[config.mk]
export PLATFORM = sky130hd
export DESIGN_NAME = r2sdf_bf_stage
export DESIGN_NICKNAME = d
export VERILOG_FILES = /design/src/rtl/fft_pkg.sv /design/src/rtl/sdf_delay_line.sv /design/src/rtl/r2sdf_bf_stage.sv
export SDC_FILE = /design/constraint.sdc
export NUM_CORES = 1
export LEC_CHECK = 0
export BUFFER_PORTS_ARGS = -buffer_cell sky130_fd_sc_hd__buf_2
export CAP_MARGIN = 20
export CORE_UTILIZATION = 62
export CTS_CLUSTER_DIAMETER = 50
export CTS_CLUSTER_SIZE = 12
export DETAILED_ROUTE_END_ITERATION = 6
export PLACE_DENSITY_LB_ADDON = 0.08
export SYNTH_ARGS = -nofsm -noshare
export SYNTH_HDL_FRONTEND = slang
export SYNTH_HIERARCHICAL = 1
export SYNTH_SLANG_ARGS = --single-unit
export TNS_END_PERCENT = 30
[constraint.sdc]
create_clock -name CLK -period 5.2 [get_ports CLK]
set_input_delay 0.78 -clock CLK [delete_from_list [all_inputs] [get_ports CLK]]
set_output_delay 0.78 -clock CLK [all_outputs]
set_load 0.03 [all_outputs]
[src/rtl/fft_pkg.sv]
// Shared types and butterfly arithmetic for the streaming SDF FFT.
// Used by the butterfly stages and the twiddle multiplier.
package fft_pkg;

   localparam int DW = 16;
   localparam int CPLX_W = 2 * DW;

   typedef struct packed {
      logic signed [DW-1:0] re;
      logic signed [DW-1:0] im;
   } cplx_t;

   typedef enum logic {
      FILL = 1'b0,
      RUN  = 1'b1
   } bf_state_t;

   // (a+b)/2 on 17 bits, floor rounding; cannot overflow
   function automatic logic signed [DW-1:0] half_add(
      input logic signed [DW-1:0] a,
      input logic signed [DW-1:0] b
   );
      logic signed [DW:0] s;
      s = (DW+1)'(a) + (DW+1)'(b);
      return DW'(s >>> 1);
   endfunction

   // (a-b)/2 on 17 bits, floor rounding; cannot overflow
   function automatic logic signed [DW-1:0] half_sub(
      input logic signed [DW-1:0] a,
      input logic signed [DW-1:0] b
   );
      logic signed [DW:0] s;
      s = (DW+1)'(a) - (DW+1)'(b);
      return DW'(s >>> 1);
   endfunction

   function automatic cplx_t cplx_half_add(
      input cplx_t a,
      input cplx_t b
   );
      cplx_t r;
      r.re = half_add(a.re, b.re);
      r.im = half_add(a.im, b.im);
      return r;
   endfunction

   function automatic cplx_t cplx_half_sub(
      input cplx_t a,
      input cplx_t b
   );
      cplx_t r;
      r.re = half_sub(a.re, b.re);
      r.im = half_sub(a.im, b.im);
      return r;
   endfunction

endpackage

[src/rtl/sdf_delay_line.sv]
// DEPTH-word feedback delay; Q is the word written DEPTH enables ago.
// Circular RAM, advances only when EN is high.
module sdf_delay_line
   import fft_pkg::*;
#(
   parameter int DEPTH = 8
) (
   input  logic              CLK,
   input  logic              EN,
   input  logic [CPLX_W-1:0] D,
   output logic [CPLX_W-1:0] Q
);

   localparam int AW = (DEPTH > 1) ? $clog2(DEPTH) : 1;

   logic [CPLX_W-1:0] mem [DEPTH];
   logic [AW-1:0]     ptr;

   // oldest slot is the one about to be overwritten
   assign Q = mem[ptr];

   // write the new word over the oldest one and step the pointer
   always_ff @(posedge CLK) begin
      if (EN) begin
         mem[ptr] <= D;
         if (ptr == AW'(DEPTH - 1)) begin
            ptr <= '0;
         end else begin
            ptr <= ptr + AW'(1);
         end
      end
   end

endmodule

[src/rtl/r2sdf_bf_stage.sv]
// Radix-2 DIF single-path delay-feedback butterfly stage.
// Emits sums (phase 1) and stored differences with twiddle index (phase 0).
module r2sdf_bf_stage
   import fft_pkg::*;
#(
   parameter int DEPTH     = 8,
   parameter int TW_W      = 3,
   parameter int TW_STRIDE = 1
) (
   input  logic              CLK,
   input  logic              RST,
   input  logic              DI_VALID,
   input  logic [CPLX_W-1:0] DI,
   output logic              DO_VALID,
   output logic [CPLX_W-1:0] DO,
   output logic [TW_W-1:0]   TW_IDX,
   output logic              DO_DIFF
);

   localparam int CW = $clog2(2 * DEPTH);
   localparam int KW = (CW > 1) ? CW - 1 : 1;

   bf_state_t         state;
   logic [CW-1:0]     cnt;
   logic              phase;
   logic [KW-1:0]     k;
   logic              beat;

   cplx_t             di_c;
   cplx_t             d_c;
   logic [CPLX_W-1:0] d_raw;
   cplx_t             sum_c;
   cplx_t             dif_c;
   cplx_t             push_c;

   cplx_t             cand;
   logic [TW_W-1:0]   cand_tw;
   logic              cand_diff;
   logic [31:0]       tw_full;

   // a beat coinciding with reset is dropped entirely
   assign beat  = DI_VALID && !RST;
   assign phase = cnt[CW-1];
   assign k     = KW'(cnt & CW'(DEPTH - 1));

   assign di_c  = cplx_t'(DI);
   assign d_c   = cplx_t'(d_raw);
   assign sum_c = cplx_half_add(d_c, di_c);
   assign dif_c = cplx_half_sub(d_c, di_c);

   assign tw_full = 32'(k) * 32'(TW_STRIDE);

   sdf_delay_line #(
      .DEPTH (DEPTH)
   ) u_dly (
      .CLK (CLK),
      .EN  (beat),
      .D   (push_c),
      .Q   (d_raw)
   );

   // phase 0 stores input and drains old differences; phase 1 does the butterfly
   always_comb begin
      push_c    = di_c;
      cand      = d_c;
      cand_tw   = TW_W'(tw_full);
      cand_diff = 1'b1;
      if (phase) begin
         push_c    = dif_c;
         cand      = sum_c;
         cand_tw   = '0;
         cand_diff = 1'b0;
      end
   end

   // frame counter, fill/run control and registered outputs
   always_ff @(posedge CLK) begin
      if (RST) begin
         state    <= FILL;
         cnt      <= '0;
         DO_VALID <= 1'b0;
         DO       <= '0;
         TW_IDX   <= '0;
         DO_DIFF  <= 1'b0;
      end else begin
         DO_VALID <= 1'b0;
         if (DI_VALID) begin
            cnt <= cnt + CW'(1);
            unique case (state)
               FILL: begin
                  if (cnt == CW'(DEPTH - 1)) begin
                     state <= RUN;
                  end
               end
               RUN: begin
                  DO_VALID <= 1'b1;
                  DO       <= cand;
                  TW_IDX   <= cand_tw;
                  DO_DIFF  <= cand_diff;
               end
               default: state <= FILL;
            endcase
         end
      end
   end

endmodule

After elaboration in Yosys (flattened, before gate mapping). Memory sizes are Yosys's and may differ from the RTL's. A register that Yosys moved wholly into a read port is not among the register bits. Index checks and enable logic that the tools add are counted.

Flip-flop bits (word level): 45. RAM bits: 256. Input port bits: 35. Word-level logic and storage cells: 32. Memories: 1.

Add/subtract/negate cells: 6. Equality and inequality tests: 2. Muxes and demuxes: 11. Bitwise operators: 1. Reduce and logical (&&, ||, !) cells: 4.

Memory list: u_dly.mem (words 8, bits a word 32, read ports 1, clocked after memory_dff 1, wr ports 1, RTL line sdf_delay_line.sv:16) `logic [CPLX_W-1:0] mem [DEPTH];`.

Operators by type and width (number): 2-to-1 mux 32 bit (2); adder 16 x 16 -> 17 bit (2); subtractor 16 x 16 -> 17 bit (2); 2-to-1 mux 3 bit (3); 2-to-1 mux 1 bit (6); adder 4 x 1 -> 4 bit (second input constant) (1); == test 4 x 3 -> 1 bit (second input constant) (1); adder 3 x 1 -> 3 bit (second input constant) (1); == test 3 bit (second input constant) (1); AND reduction 2 bit (1); OR reduction 2 bit (1); logical AND 1 bit (1); zero test 1 bit (1); inverter 1 bit (1).

Depth between registers and ports, before layout. Gate-level depths: netlist of the first run.

Word-level depth: 4. Gate-level depth with buffers: 14. Depth with buffers taken out: 12.

By module. The synthesis of the first run kept the hierarchy.

Modules (own cells, without submodules): sdf_delay_line (times used 1, cells an instance 397, area each 10045.9 µm²); r2sdf_bf_stage (times used 1, cells an instance 716, area each 5245.0 µm²).

Worst setup path before layout of the first run. Ideal clock, no wire load.

Path type: in2reg. From: input port DI_VALID. To: memory u_dly/mem[4][0] (netlist bit) (enable). Setup time: 0.461 ns. Arrival: 3.884 ns. Required time: 4.739 ns. Setup slack: 0.856 ns. Stages: 4. Cell sequence: clkbuf_1 nor2b_1 nand2_1 nor3_1.

Longest elaborated chain between the ends: 3.

Ends and longest elaborated chain: start: declaration (RTL line r2sdf_bf_stage.sv:12) `input logic DI_VALID,`; logical AND 1 bit (RTL line r2sdf_bf_stage.sv:42) `assign beat = DI_VALID && !RST;`; net beat (RTL line r2sdf_bf_stage.sv:27) `logic beat;`; 2-to-1 mux 1 bit (RTL line sdf_delay_line.sv:24) `if (EN) begin`; 2-to-1 mux 1 bit (not written as such) (RTL line sdf_delay_line.sv:25) `mem[ptr] <= D;`; end: declaration (RTL line sdf_delay_line.sv:16).

The timed path passes the listed nets, and every way through them passes these cells.

==> results of run 1 <==
==> tightest hold or removal path: stages (launching register included) <==
cell,delay [ps]
sky130_fd_sc_hd__dfxtp_1,300
sky130_fd_sc_hd__nand2_1,50
sky130_fd_sc_hd__a21oi_1,50
==> logic make-up (layout without fill, tap and decap cells) <==
logic type | count (synthesis) | count (layout) | share of synthesized area [%]
AOI/OAI and AO/OA | 230 | 230 | 10.2
xor gates and xnor gates | 44 | 44 | 2.52
adders and majority gates | 67 | 67 | 5.68
buffers and inverters | 129 | 224 | 3.69
DFF | 304 | 304 | 56.8
muxes | 114 | 114 | 14.0
other | 0 | 1 | 0
and+or+nand+nor | 225 | 225 | 7.17
==> path summary, 6_finish.rpt <==
check                     endpoint  slack, ps  cells past startpoint      from
setup / recovery  u_dly/mem[0][13]        800                     12  register
hold / removal              DO[22]        450                      2    DO[22]
setup reg to reg  u_dly/mem[0][13]        800                     12  register
hold reg to reg             DO[22]        450                      2    DO[22]
==> Yosys cell counts (24+ instances only) <==
cell type,number,area share [%]
sky130_fd_sc_hd__edfxtp_1,259,51
sky130_fd_sc_hd__inv_1,62,1.5
sky130_fd_sc_hd__mux2_2,35,2.6
sky130_fd_sc_hd__nor2_1,82,2.0
sky130_fd_sc_hd__nand2_1,45,1.1
sky130_fd_sc_hd__dfxtp_1,45,5.9
sky130_fd_sc_hd__a21oi_1,65,2.1
sky130_fd_sc_hd__ha_1,63,5.2
sky130_fd_sc_hd__o21ai_0,46,1.5
sky130_fd_sc_hd__xnor2_1,31,1.8
sky130_fd_sc_hd__mux4_1,40,6.9
sky130_fd_sc_hd__mux4_2,24,3.5
sky130_fd_sc_hd__clkbuf_1,35,0.86
==> power by group through the flow <==
stage	clock network [µW]	registers, µW	logic (µW)
finish	2390	2700	969
global placement	0	2750	938
floorplan	0	2730	751
global route	2530	2710	1060
CTS	2430	2700	955
detailed placement	0	2760	947
==> flip-flops by register name, indices dropped and copies added (netlist names), named ones only <==
signal,count
DO,32
DO_DIFF,1
DO_VALID,1
TW_IDX,3
cnt,4
state,1
u_dly/mem,256
u_dly/ptr,3
==> stage by stage <==
| stage | instance area [µm²] | std cells | util, % | setup slack [ps] | power (µW) |
|---|---|---|---|---|---|
| detailed placement | 16000 | 1472 | 66.1 | 844 | 3700 |
| global route | 17100 | 1533 | 70.6 | 473 | 6290 |
| floorplan | 15300 | 1113 | - | 856 | 3480 |
| finish | 17100 | 1533 | 70.6 | 801 | 6060 |
| CTS | 17100 | 1532 | 70.6 | 805 | 6090 |
| global placement | 16000 | 1472 | 66.1 | 952 | 3690 |
==> per-layer routing <==
layer / share of wire [%] / vias up
met5: 0 / -
met2: 46 / 378
met3: 6.6 / 68
met1: 44 / 4869
met4: 2.8 / 0
li1: - / 4448
==> area by class of cell <==
class / count / share of cell area (%)
Tap cell: 324 / 2.37
Inverter: 62 / 1.36
Sequential cell: 304 / 50.7
Antenna cell: 1 / 0.0146
Timing Repair Buffer: 102 / 3.43
Clock inverter: 9 / 0.942
Clock buffer: 51 / 5.52
Multi-Input combinational cell: 680 / 35.6
==> impl_summary.log, run 1 <==
INFO  metric gr-usage-met3 = 4.56%
INFO  metric synth_sequential_area_ratio = 56.8%
INFO  metric fmax = 227 MHz
INFO  metric rows = 57
INFO  metric die_x = 159 µm
INFO  metric grt_setup_unrepaired = no
INFO  metric max-vdd-ir-drop = 320 µV
INFO  metric synth.lib_cells_used.distinct = 77
INFO  metric p_int = 4540 µW
INFO  metric synth_cells = 1113
INFO  metric multi_input_area = 6100 µm²
INFO  metric critical_path.slowest_cell = sky130_fd_sc_hd__dfxtp_4
INFO  metric power.static_leakage = 0.00629 µW
INFO  metric final_antenna_net_count = 0
INFO  metric grt_antenna_before_repair = 1
INFO  metric asyncSetResetFlopFracSynth = 0%
INFO  metric sequential_cell_area = 8690 µm²
INFO  metric clock_pin_slew_reported_for_the_worst_setup_and_hold_paths_after_clock_tree_synthesis = 60 ps
INFO  metric worst-setup-path-type = reg2reg
INFO  metric postSynth.topFlopCell = sky130_fd_sc_hd__edfxtp_1
INFO  metric cp_num_buf_inv = 3
INFO  metric finalHoldViolCount = 0
INFO  metric combinationalPowerShare = 16.0%
INFO  metric detailroute.via_count = 9763
INFO  metric floorplan.die_area = 25300 µm²
INFO  metric core_area = 24200 µm²
INFO  metric number_of_sinks_on_the_clock_net = 304
INFO  metric hold_path_class = reg2reg
INFO  metric worstPathCellList = buf_4 -> buf_4 -> mux4_2 -> mux2_2 -> ha_1 -> inv_1 -> o31ai_1 -> a21oi_1 -> o41ai_1 -> a21oi_1 -> xor2_1 -> mux2i_1
INFO  metric grt_pass1_vias = 9528
INFO  metric routed_via_density = 6.37
INFO  metric synthesis.area = 15300 µm²
INFO  metric worstSkewPairLatency = 510 ps
INFO  metric switching_share = 25.1%
INFO  metric nature_of_the_critical_path_endpoint = register
INFO  metric post_route_cells_drive_above_1_share = 19.2%
INFO  metric slew_violations = 0
INFO  metric power_frac_seq = 44.6%
INFO  metric min_period = 4400 ps
INFO  metric p_sw = 1520 µW
INFO  metric ctsHtreeMaxLevel = 2
INFO  metric skew = 15.4 ps
INFO  metric final_common_cell = sky130_fd_sc_hd__edfxtp_1
INFO  metric wl_per_cell = 23.6 µm
INFO  metric critical_path.top_delay_family = multiplexers
INFO  metric synthesis.yosys.warnings = 6
INFO  metric tritoncts.num_buffers = 34
INFO  metric synth.ff_latch_count = 304
INFO  metric synth_nets = 1215
INFO  metric worstSetupStartpointType = register
INFO  metric final.setup.tns = 0 ps
INFO  metric gp_congestion = 0.924
INFO  metric timing.critical_path.fanout_max = 25
INFO  metric drt_wl_total = 36.1 mm
INFO  metric worst_slew_margin = 30.8%
INFO  metric grt_total_usage = 29.3%
INFO  metric share_clk_of_total_power = 39.4%
INFO  metric drt_pre_antenna_iters = 5
INFO  metric maxCapViolCount = 0
INFO  metric floorplan.initialDensity = 63.1%
INFO  metric crit_required = 5440 ps
INFO  metric area_growth_syn_to_layout = 12.0%
INFO  metric cts_tree = built
INFO  metric largest_net_degree_at_the_start_of_global_routing = 50
INFO  metric number_of_enable_flip_flop_cells_after_synthesis = 259
INFO  metric number_of_nets_in_the_layout = 1286
INFO  metric status = completed
INFO  metric ctsResizeCount = 0
INFO  metric grt-busiest-layer = met2
INFO  metric place.detailed.hpwl = 24.1 mm
INFO  metric most-common-layout-cells = 259 x sky130_fd_sc_hd__edfxtp_1, 76 x sky130_fd_sc_hd__nor2_1, 71 x sky130_fd_sc_hd__buf_2, 65 x sky130_fd_sc_hd__a21oi_1, 63 x sky130_fd_sc_hd__ha_1
INFO  metric clock_path_buffers = 3
INFO  metric tightestPinTransition = 1030 ps
INFO  metric grt.met1_usage = 43.2%
INFO  metric globalRouteMet2Util = 45.8%
INFO  metric cts_hold_buf = 0
INFO  metric vert_die_dim = 159 µm
INFO  metric synth_area_per_cell = 13.7 µm²
INFO  metric power-per-cell-area = 354 nW/µm²
INFO  metric min_period_over_period = 84.6%
INFO  metric number_of_failing_setup_endpoints_in_the_final_timing_report = 0
INFO  metric cp_slowest_stage_delay = 630 ps
INFO  metric first_pass_grt_wire_length = 55.9 mm
INFO  metric buffer_ports.inserted = 71
INFO  metric drc_errors = 0
INFO  metric cts.repair_timing.setup_buffer_count = 0
INFO  metric io-pin-count = 72
INFO  metric num-fill-cells = 1663
INFO  metric worst_hold_slack = 453 ps
INFO  metric dr.first_iter.drc_count = 932
INFO  metric global_route.overflow_total = 0
INFO  metric worstPathArrival = 4640 ps
INFO  metric cts.root.buffer_cell = sky130_fd_sc_hd__clkbuf_16
(Power assumes the default switching activity.)
==> run 2, diff against run 1 <==
--- a/config.mk
+++ b/config.mk
@@ -7,7 +7,7 @@
 export LEC_CHECK = 0
 export BUFFER_PORTS_ARGS = -buffer_cell sky130_fd_sc_hd__buf_2
 export CAP_MARGIN = 20
-export CORE_UTILIZATION = 62
+export CORE_UTILIZATION = 56
 export CTS_CLUSTER_DIAMETER = 50
 export CTS_CLUSTER_SIZE = 12
 export DETAILED_ROUTE_END_ITERATION = 6
==> constraint.sdc (replaced) <==
create_clock -name CLK -period 3.83 [get_ports CLK]
set_input_delay 0.5745 -clock CLK [delete_from_list [all_inputs] [get_ports CLK]]
set_output_delay 0.5745 -clock CLK [all_outputs]
set_load 0.03 [all_outputs]
==> run 2 against run 1 <==
Maximum frequency is 17% higher. Final area is 5.8% higher. Via count is 1.6% higher. Die area is 11% higher. Setup slack worse by 740 ps. Sequential share of layout area is 2.8 points lower. Non-clock buffer count is 67 higher. Power is 43% higher. Critical path type unchanged. Largest cell class unchanged.
==> impl_summary.log, run 2 (synthesis gave the netlist of run 1 again) <==
INFO  metric status = completed
INFO  metric post_route_cells_drive_above_1_share = 26.5%
INFO  metric stdcell_count = 1626
INFO  metric hold_start = DO[5]
INFO  metric worstPathCellList = buf_12 -> buf_12 -> mux4_1 -> mux2_2 -> ha_1 -> o21ai_0 -> a21oi_2 -> o32ai_4 -> o41ai_2 -> a21oi_2 -> xor2_1 -> mux2i_2 -> buf_4
INFO  metric ctsHtreeMaxLevel = 2
INFO  metric grt_pass1_vias = 9931
INFO  metric grt_setup_unrepaired = yes
INFO  metric skew = 20.8 ps
INFO  metric final_common_cell = sky130_fd_sc_hd__edfxtp_1
INFO  metric register_with_the_most_flip_flops = u_dly/mem
INFO  metric grt-busiest-layer = met2
INFO  metric setup_slack = 64.4 ps
INFO  metric io-pin-count = 72
INFO  metric power.static_leakage = 0.00675 µW
INFO  metric crit_required = 4100 ps
INFO  metric area_growth_syn_to_layout = 18.5%
INFO  metric drt_pre_antenna_iters = 7
INFO  metric worstSetupStartpointType = register
INFO  metric pre_cts_slack = -218 ps
INFO  metric worstPathArrival = 4030 ps
INFO  metric clock_pin_slew_reported_for_the_worst_setup_and_hold_paths_after_clock_tree_synthesis = 60 ps
INFO  metric drc_errors = 0
INFO  metric cts.root.buffer_cell = sky130_fd_sc_hd__clkbuf_16
INFO  metric worst_hold_slack = 454 ps
INFO  metric worst_slew_margin = 32.7%
INFO  metric tritoncts.num_buffers = 38
INFO  metric nature_of_the_critical_path_endpoint = register
INFO  metric layout_top_registers = u_dly/mem: 256 flops, DO: 32 flops, cnt: 4 flops
INFO  metric cts_hold_buf = 0
INFO  metric cp_num_buf_inv = 3
INFO  metric tightestPinTransition = 1000 ps
INFO  metric grt_total_usage = 26.8%
INFO  metric min_period = 3770 ps
INFO  metric rows = 60
INFO  metric max-vdd-ir-drop = 372 µV
INFO  metric global_route.overflow_total = 0
INFO  metric cp_slowest_stage_delay = 580 ps
INFO  metric fmax = 266 MHz
INFO  metric detailroute.via_count = 9915
INFO  metric largest_register_ff_count = 256
INFO  metric number_of_failing_setup_endpoints_in_the_final_timing_report = 0
INFO  metric number_of_sinks_on_the_clock_net = 304
INFO  metric vert_die_dim = 167 µm
INFO  metric buffer_ports.inserted = 71
INFO  metric place.detailed.hpwl = 24.6 mm
INFO  metric finish.utilization = 67.4%
INFO  metric critical_path.slowest_cell = sky130_fd_sc_hd__mux4_1
INFO  metric drt_wl_total = 36.8 mm
INFO  metric finalHoldViolCount = 0
INFO  metric clock_path_buffers = 3
INFO  metric maxCapViolCount = 0
INFO  metric insertedDiodeCount = 0
INFO  metric grt.met1_usage = 37.6%
INFO  metric globalRouteMet2Util = 43.5%
INFO  metric min_period_over_period = 98.3%
INFO  metric largest_net_degree_at_the_start_of_global_routing = 49
INFO  metric hold_path_class = reg2reg
INFO  metric routed_via_density = 6.10
INFO  metric floorplan.initialDensity = 56.9%
INFO  metric dr.first_iter.drc_count = 757
INFO  metric grt_antenna_before_repair = 2
INFO  metric number_of_nets_in_the_layout = 1357
INFO  metric floorplan.die_area = 28000 µm²
INFO  metric final.setup.tns = 0 ps
INFO  metric gp_congestion = 0.940
INFO  metric power-per-cell-area = 477 nW/µm²
INFO  metric worstSkewPairLatency = 520 ps
INFO  metric critical_path.top_delay_family = compound AO/OA/AOI/OAI gates
INFO  metric first_pass_grt_wire_length = 56.4 mm
INFO  metric most-common-layout-cells = 259 x sky130_fd_sc_hd__edfxtp_1, 90 x sky130_fd_sc_hd__buf_4, 76 x sky130_fd_sc_hd__nor2_1, 71 x sky130_fd_sc_hd__buf_2, 61 x sky130_fd_sc_hd__inv_1
INFO  metric placed_cells_incl_taps = 1550
INFO  metric worst-setup-path-type = reg2reg
INFO  metric gr-usage-met3 = 4.16%
INFO  metric wl_per_cell = 22.7 µm
INFO  metric slew_violations = 0
INFO  metric core_area = 26900 µm²
INFO  metric final_antenna_net_count = 0
INFO  metric cts_tree = built
INFO  metric die_x = 167 µm
INFO  metric timing.critical_path.fanout_max = 25
## run 2: cell types whose count changed in the layout (fill, tap and decap cells not counted), moves of 4 or more
cell / change
sky130_fd_sc_hd__mux2i_1: -7
sky130_fd_sc_hd__clkbuf_16: +7
sky130_fd_sc_hd__a211oi_1: -4
sky130_fd_sc_hd__o21ai_1: +4
sky130_fd_sc_hd__inv_8: +5
sky130_fd_sc_hd__o21ai_0: -6
sky130_fd_sc_hd__buf_4: +59
sky130_fd_sc_hd__a21oi_1: -5
sky130_fd_sc_hd__bufinv_16: -4
sky130_fd_sc_hd__mux2i_4: +6
sky130_fd_sc_hd__buf_12: +8
sky130_fd_sc_hd__a211oi_2: +4
## run 2: power breakdown
part | internal, µW | switching [µW] | total (µW)
clock network | 2040 | 1370 | 3410
logic | 708 | 882 | 1590
registers | 3630 | 14.0 | 3650
## run 2: path summary, 6_finish.rpt
| check | depth (start not counted) | slack, ps | end |
|---|---|---|---|
| worst max-delay path | 13 | 60 | u_dly/mem[4][13] |
| worst min-delay path | 2 | 450 | DO[5] |
| worst min register to register | 2 | 450 | DO[5] |
| worst max register to register | 13 | 60 | u_dly/mem[4][13] |
## run 2: worst register-to-register path: stages (launching register included)
cell and delay, ps:
sky130_fd_sc_hd__dfxtp_4 350, sky130_fd_sc_hd__buf_12 120, sky130_fd_sc_hd__buf_12 210, sky130_fd_sc_hd__mux4_1 590, sky130_fd_sc_hd__mux2_2 310, sky130_fd_sc_hd__ha_1 420
sky130_fd_sc_hd__o21ai_0 180, sky130_fd_sc_hd__a21oi_2 220, sky130_fd_sc_hd__o32ai_4 130, sky130_fd_sc_hd__o41ai_2 410, sky130_fd_sc_hd__a21oi_2 120, sky130_fd_sc_hd__xor2_1 180
sky130_fd_sc_hd__mux2i_2 90, sky130_fd_sc_hd__buf_4 180
## run 2: repair_timing
item                       CTS  global route
pin swaps                    0             7
buffers inserted             1             5
gates resized for setup     16            36
setup endpoints to repair  113           153
cloned                       0             0
## run 2: cell type report
class	instances	area, µm²
Timing Repair Buffer	169	1190
Sequential cell	304	8690
Clock buffer	57	1110
Inverter	62	233
Multi-Input combinational cell	680	6360
Fill cell	1882	8760
Clock inverter	13	111
Tap cell	341	427
## run 2: through the flow
step | area, µm² | total power [µW]
global route | 18100 | 8980
detailed placement | 16600 | 5200
finish | 18100 | 8650
CTS | 17900 | 8630
floorplan | 15300 | 4730
global placement | 16600 | 5180
## run 2: routing by layer
layer  part of all wire, %  wire length [µm]
met2                    47             17400
met3                   5.9              2190
met5                 0.052                19
met1                    44             16300
met4                   2.5               928
